`src/rtl/cmd_exec_pkg.sv`:
```
// Shared types and defaults for the command executor: opcodes, FSM states,
// speed constants and the heading expansion helper.
package cmd_exec_pkg;

  localparam logic [9:0] DEF_MAX_SPD = 10'h300;
  localparam logic [9:0] DEF_SPD_INC = 10'h004;

  typedef enum logic [3:0] {
    OP_CAL     = 4'h0,
    OP_MOVE    = 4'h2,
    OP_MOVE_FF = 4'h3
  } opcode_e;

  typedef enum logic [2:0] {
    ST_IDLE,
    ST_CAL,
    ST_HEAD,
    ST_RAMP,
    ST_DECEL,
    ST_DONE
  } state_e;

  // A zero heading means "north" and is sent as all zeros, not {0,F}.
  function automatic logic [11:0] heading_map(input logic [7:0] hdg);
    return (hdg != 8'h00) ? {hdg, 4'hF} : 12'h000;
  endfunction

endpackage

```
`src/rtl/cmd_exec_spd.sv`:
```
// Saturating forward-speed register: ramps up by SPD_INC toward MAX_SPD,
// ramps down by 2*SPD_INC toward zero, clr forces zero (priority clr > inc > dec).
module cmd_exec_spd
  import cmd_exec_pkg::*;
#(
  parameter logic [9:0] SPD_INC = DEF_SPD_INC,
  parameter logic [9:0] MAX_SPD = DEF_MAX_SPD
) (
  input  logic       clk,
  input  logic       rst_n,
  input  logic       clr_i,
  input  logic       inc_i,
  input  logic       dec_i,
  output logic [9:0] spd_o
);

  logic [9:0]  spd_q, spd_d;
  logic [10:0] up_sum;
  logic [10:0] dn_diff;

  // One extra bit on each side so overflow and borrow are visible.
  assign up_sum  = {1'b0, spd_q} + {1'b0, SPD_INC};
  assign dn_diff = {1'b0, spd_q} - {SPD_INC, 1'b0};

  // NOTE: combinational next-state logic assigns a default first so no path leaves spd_d unassigned (no latch).
  always_comb begin
    spd_d = spd_q;
    if (clr_i) begin
      spd_d = '0;
    end else if (inc_i) begin
      spd_d = (up_sum > {1'b0, MAX_SPD}) ? MAX_SPD : up_sum[9:0];
    end else if (dec_i) begin
      spd_d = dn_diff[10] ? 10'h000 : dn_diff[9:0];
    end
  end

  // NOTE: sequential state uses non-blocking assignments so every flop samples pre-edge values.
  always_ff @(posedge clk or negedge rst_n) begin
    if (!rst_n) spd_q <= '0;
    else        spd_q <= spd_d;
  end

  assign spd_o = spd_q;

endmodule

```
`src/rtl/cmd_exec.sv`:
```
// Command executor: accepts calibrate/move commands, sequences heading,
// speed ramp, line counting and deceleration. Define FANFARE_EN to enable fanfare_go.
module cmd_exec
  import cmd_exec_pkg::*;
#(
  parameter logic [9:0] SPD_INC = DEF_SPD_INC,
  parameter logic [9:0] MAX_SPD = DEF_MAX_SPD
) (
  input  logic        clk,
  input  logic        rst_n,
  input  logic [15:0] cmd,
  input  logic        cmd_rdy,
  output logic        clr_cmd_rdy,
  output logic        send_resp,
  input  logic        cntrIR,
  input  logic        heading_rdy,
  input  logic        cal_done,
  output logic        cal_go,
  output logic [11:0] desired_heading,
  output logic [9:0]  frwrd_spd,
  output logic        moving,
  output logic        fanfare_go
);

  state_e      state_q, state_d;
  logic [3:0]  sq_q;
  logic [4:0]  cnt_q;
  logic [11:0] hdg_q;
  logic        ir_q;
  logic        cal_go_q;
  logic        capture;
  logic        is_move;
  logic        spd_clr, spd_inc, spd_dec;
  logic        ir_rise;

  assign is_move = (cmd[15:12] == OP_MOVE) || (cmd[15:12] == OP_MOVE_FF);
  assign ir_rise = cntrIR & ~ir_q;

  always_comb begin
    state_d     = state_q;
    clr_cmd_rdy = 1'b0;
    send_resp   = 1'b0;
    capture     = 1'b0;
    spd_clr     = 1'b0;
    spd_inc     = 1'b0;
    spd_dec     = 1'b0;
    case (state_q)
      ST_IDLE: begin
        spd_clr = 1'b1;
        if (cmd_rdy) begin
          capture     = 1'b1;
          clr_cmd_rdy = 1'b1;
          if (cmd[15:12] == OP_CAL) state_d = ST_CAL;
          else if (is_move)         state_d = ST_HEAD;
          else                      state_d = ST_DONE;
        end
      end
      ST_CAL: begin
        spd_clr = 1'b1;
        if (cal_done) state_d = ST_DONE;
      end
      ST_HEAD: begin
        spd_clr = 1'b1;
        if (heading_rdy) state_d = (sq_q == 4'h0) ? ST_DONE : ST_RAMP;
      end
      ST_RAMP: begin
        spd_inc = 1'b1;
        if (cnt_q == {sq_q, 1'b0}) state_d = ST_DECEL;
      end
      ST_DECEL: begin
        spd_dec = 1'b1;
        if (frwrd_spd == 10'h000) state_d = ST_DONE;
      end
      ST_DONE: begin
        send_resp = 1'b1;
        state_d   = ST_IDLE;
      end
      default: state_d = ST_IDLE;
    endcase
  end

  always_ff @(posedge clk or negedge rst_n) begin
    if (!rst_n) begin
      state_q  <= ST_IDLE;
      sq_q     <= '0;
      cnt_q    <= '0;
      hdg_q    <= '0;
      ir_q     <= 1'b0;
      cal_go_q <= 1'b0;
    end else begin
      state_q  <= state_d;
      ir_q     <= cntrIR;
      cal_go_q <= capture && (cmd[15:12] == OP_CAL);
      if (capture) begin
        sq_q  <= cmd[3:0];
        cnt_q <= '0;
        // Heading only changes on a move; calibrate and unknown keep the last one.
        if (is_move) hdg_q <= heading_map(cmd[11:4]);
      end else if (state_q == ST_RAMP && ir_rise) begin
        cnt_q <= cnt_q + 5'd1;
      end
    end
  end

`ifdef FANFARE_EN
  logic ff_q;

  always_ff @(posedge clk or negedge rst_n) begin
    if (!rst_n)       ff_q <= 1'b0;
    else if (capture) ff_q <= (cmd[15:12] == OP_MOVE_FF);
  end

  assign fanfare_go = (state_q == ST_DONE) && ff_q;
`else
  assign fanfare_go = 1'b0;
`endif

  cmd_exec_spd #(
    .SPD_INC (SPD_INC),
    .MAX_SPD (MAX_SPD)
  ) u_spd (
    .clk   (clk),
    .rst_n (rst_n),
    .clr_i (spd_clr),
    .inc_i (spd_inc),
    .dec_i (spd_dec),
    .spd_o (frwrd_spd)
  );

  assign desired_heading = hdg_q;
  assign cal_go          = cal_go_q;
  assign moving          = (state_q == ST_HEAD) || (state_q == ST_RAMP) || (state_q == ST_DECEL);

endmodule

```
`config.mk`:
```
export PLATFORM = sky130hd
export DESIGN_NAME = cmd_exec
export DESIGN_NICKNAME = d
export VERILOG_FILES = /design/src/rtl/cmd_exec_pkg.sv /design/src/rtl/cmd_exec_spd.sv /design/src/rtl/cmd_exec.sv
export SDC_FILE = /design/constraint.sdc
export NUM_CORES = 1
export LEC_CHECK = 0
export ABC_AREA = 1
export BUFFER_PORTS_ARGS = -buffer_cell sky130_fd_sc_hd__buf_4
export CAP_MARGIN = 40
export CORE_MARGIN = 5
export CORE_UTILIZATION = 50
export CTS_BUF_LIST = sky130_fd_sc_hd__clkbuf_2
export CTS_CLUSTER_DIAMETER = 120
export DETAILED_ROUTE_END_ITERATION = 6
export PLACE_DENSITY = 0.79
export SLEW_MARGIN = 20
export SYNTH_ARGS = -nofsm -noshare
export SYNTH_HDL_FRONTEND = slang
export SYNTH_SLANG_ARGS = --single-unit
```
`constraint.sdc`:
```
create_clock -name clk -period 1.3 [get_ports clk]
set_input_delay 0.195 -clock clk [delete_from_list [all_inputs] [get_ports clk]]
set_output_delay 0.195 -clock clk [all_outputs]
set_load 0.05 [all_outputs]
```
==> summary.txt <==
Drt
  • Total number of vias: 2841
  • Final wirelength: 10500 µm
  • Drt via density: 6.36
  • DR pass1 iterations: 7
  • Post-route ant nets: 0
  • Wl on met1: 3410 µm
  • Routed wl met3: 1190 µm
  • # DRC: 24
  • WL/cell: 23.4 µm
  • Met2 wire len: 5090 µm
  • Top sig layer: met4
  • Drt first-iter violations: 510

Place
  • IO buf count: 45
  • Cell Area, Placed: 2780 µm²
  • Post-DP HPWL: 4370 µm
  • Final Wtd Congestion: 0.936
  • Cell Count Post-Placement: 410

Logic synthesis
  • Top post-synthesis cells by area: dfrtp_1 40%, nand2_1 15%, inv_1 6.3%
  • Top-count cell post-synth: nand2_1
  • Synth Area in Compound Gates: 11.5%
  • Number of synthesized flops with an enable pin: 0
  • Commonest cells post-synth: 80 x nand2_1, 33 x inv_1, 31 x dfrtp_1, 29 x nor2_1, 24 x nand3_1
  • Register area share after synthesis: 39.6%
  • Syn Std Cell Area: 1960 µm²
  • Post-Syn Instances: 274
  • Yosys cell types: 31
  • Fraction of synthesized area in multiplexers: 0%
  • Largest family of logic cells by synthesized area: simple AND/OR/NAND/NOR gates
  • Largest area contributor in the netlist: dfrtp_1
  • Yosys warns: 0
  • Post-Synth Simple-Gate Area: 34.6%
  • Top cell type's share of synthesized area: 39.6%
  • Fraction of registers with async set/reset: 100%
  • Primary FF master, synth: dfrtp_1
  • Mean post-synth cell area: 7.16 µm²
  • Adder-cell share of the synthesized area: 3.19%
  • Synth Area in XOR/XNOR: 1.34%
  • Yosys reg bits: 31

Power and ir drop
  • Max VDD drop: 1930 µV
  • Total chip power: 8.99 mW
  • Leak: 1.70 nW
  • Power per Cell Area: 2560 nW/µm²

Timing
  • WHS: -0.00251 ns
  • Slack of the critical path: -0.505 ns
  • Final Hold Viols: 1
  • FMAX: 554 MHz
  • RSZ-0062 raised after global routing: true
  • Fin crit share: 139%
  • # setup viols final: 40
  • Final slew viol count: 0
  • Setup Skew: 0.0143 ns
  • Fin crit period: 1.80 ns

Run status
  • Violated checks: design-rule violations, negative hold slack, negative setup slack
  • Outcome: complete, but fails checks

CTS
  • Worst-path clk slew: 0.18 ns
  • Root Driver: clkbuf_2
  • Max clock buf depth: 2
  • H-tree Lvls: 2
  • CTS tree: done
  • Clock latency on the worst-skew pair: 0.41 ns
  • CTS Sinks: 31
  • CTS buffer count: 5

Finish
  • Fraction of layout cells with a size suffix above 1: 55.6%
  • # diodes: 0
  • Final Instance Area: 3510 µm²
  • Nets: 425
  • Finished Layout Cells: 447
  • Filler instances: 118
  • P&R area growth vs syn: 79.1%
  • Utilization after layout: 93.8%

Worst setup path
  • CP Data Arrival Time: 2.14 ns
  • Type of the worst setup path: register to register
  • Startpoint types: register
  • Worst Setup End Kind: register
  • R2R Setup Slk: -0.50 ns
  • CP required: 1.63 ns
  • CP max FO: 5

GRT
  • Initial antenna violation count: 0
  • Vias in the first global route: 2398
  • First-pass GRT wire length: 11300 µm
  • Largest net degree at the start of global routing: 32
  • GRT Util Overall: 28.2%
  • Total congestion overflow: 0

Floorplanning
  • Num ports: 49
  • Die Wd: 72.6 µm
  • Initial Util: 52.4%
  • Core area: 3740 µm²
  • Die Area: 5270 µm²
  • Die Ht: 72.6 µm
  • Cell row count: 22

Job
  • Max_cap viols: 0

Min path
  • Hold WC Path Type: input pin to register
==> final timing paths <==
kind | depth (start not counted) | from | to
max | 8 | state_q[2]$_DFFE_PN0P_ | desired_heading[3]$_DFFE_PN0P_
max reg2reg | 8 | state_q[2]$_DFFE_PN0P_ | desired_heading[3]$_DFFE_PN0P_
min reg2reg | 2 | desired_heading[6]$_DFFE_PN0P_ | desired_heading[6]$_DFFE_PN0P_
min | 3 | cmd[2] | sq_q[2]$_DFFE_PN0P_
max in group asynchronous | 2 | rst_n | u_spd.spd_o[9]$_DFFE_PN0P_
min in group asynchronous | 2 | rst_n | desired_heading[8]$_DFFE_PN0P_
==> through the flow <==
stage | setup WS [ns] | TNS (ns)
2_1_floorplan | -0.199 | -1.69
3_3_place_gp | -0.179 | -2.09
3_5_place_dp | -0.208 | -3.12
4_1_cts | -0.323 | -5.89
5_1_grt | -0.533 | -13.16
6_report | -0.505 | -11.70
==> critical path: stages (launching register included) <==
cell	delay, ns
dfrtp_2	0.52
nor3_4	0.26
nand2_2	0.12
buf_4	0.16
buf_6	0.12
nor2_4	0.15
buf_6	0.15
nor2_1	0.06
a31oi_1	0.19
==> timing repair <==
item | CTS | global route
setup endpoints to repair | 38 | 45
endpoints found under the hold margin | 33 | 2
gates resized for setup | 71 | 66
cloned | 1 | 0
pin swaps | 16 | 30
buffers inserted | 15 | 17
hold buffers | 3 | 2
==> flip-flops by register name (all words and copies together), names as in the netlist <==
| name | cells |
|---|---|
| cal_go | 1 |
| cnt_q | 5 |
| desired_heading | 9 |
| ir_q | 1 |
| sq_q | 4 |
| state_q | 3 |
| u_spd.spd_o | 8 |
==> power breakdown <==
| part | leakage, nW | switching, mW | internal [mW] |
|---|---|---|---|
| logic | 1.29 | 3.92 | 2.68 |
| registers | 0.387 | 0.526 | 1.35 |
| clock network | 0.0241 | 0.392 | 0.119 |
| total | 1.70 | 4.84 | 4.15 |
==> cell type report <==
cell class | count | area, µm² | share of cell area (%)
Clock buffer | 5 | 25.0 | 0.713
Clock inverter | 3 | 15.0 | 0.428
Inverter | 35 | 151 | 4.31
Multi-Input combinational cell | 202 | 1360 | 38.7
Sequential cell | 31 | 798 | 22.7
Tap cell | 48 | 60.1 | 1.71
Timing Repair Buffer | 123 | 1100 | 31.5
==> per-layer routing <==
| metal | vias to the layer above | global-route usage [%] |
|---|---|---|
| met5 | - | 0 |
| met3 | 109 | 5.10 |
| met2 | 283 | 51.3 |
| met4 | 0 | 13.3 |
| met1 | 1328 | 31.5 |
| li1 | 1121 | - |
==> cell families after synthesis <==
group                    after synthesis
buffers and inverters                 43
adder cells (fa/ha/maj)                5
flip-flops                            31
AO/OA/AOI/OAI                         40
XOR/XNOR                               3
other                                  1
AND/OR/NAND/NOR                      151
==> layout by cell type (no fill, tap or decap), drive strengths merged <==
| master | netlist | routed |
|---|---|---|
| a211oi | 1 | 1 |
| a21oi | 9 | 9 |
| a31oi | 3 | 3 |
| buf | 8 | 118 |
| clkbuf | 0 | 5 |
| clkinv | 0 | 2 |
| clkinvlp | 0 | 1 |
| conb | 1 | 3 |
| dfrtp | 31 | 31 |
| dlygate4sd3 | 0 | 5 |
| ha | 5 | 5 |
| inv | 35 | 35 |
| nand2 | 84 | 84 |
| nand3 | 24 | 24 |
| nand4 | 3 | 3 |
| nor2 | 31 | 31 |
| nor3 | 6 | 6 |
| nor3b | 1 | 1 |
| nor4 | 2 | 2 |
| o211a | 1 | 1 |
| o211ai | 1 | 1 |
| o21ai | 20 | 20 |
| o21bai | 3 | 3 |
| o22ai | 1 | 1 |
| o31ai | 1 | 1 |
| xnor2 | 1 | 1 |
| xor2 | 2 | 2 |
(Power assumes the default switching activity.)
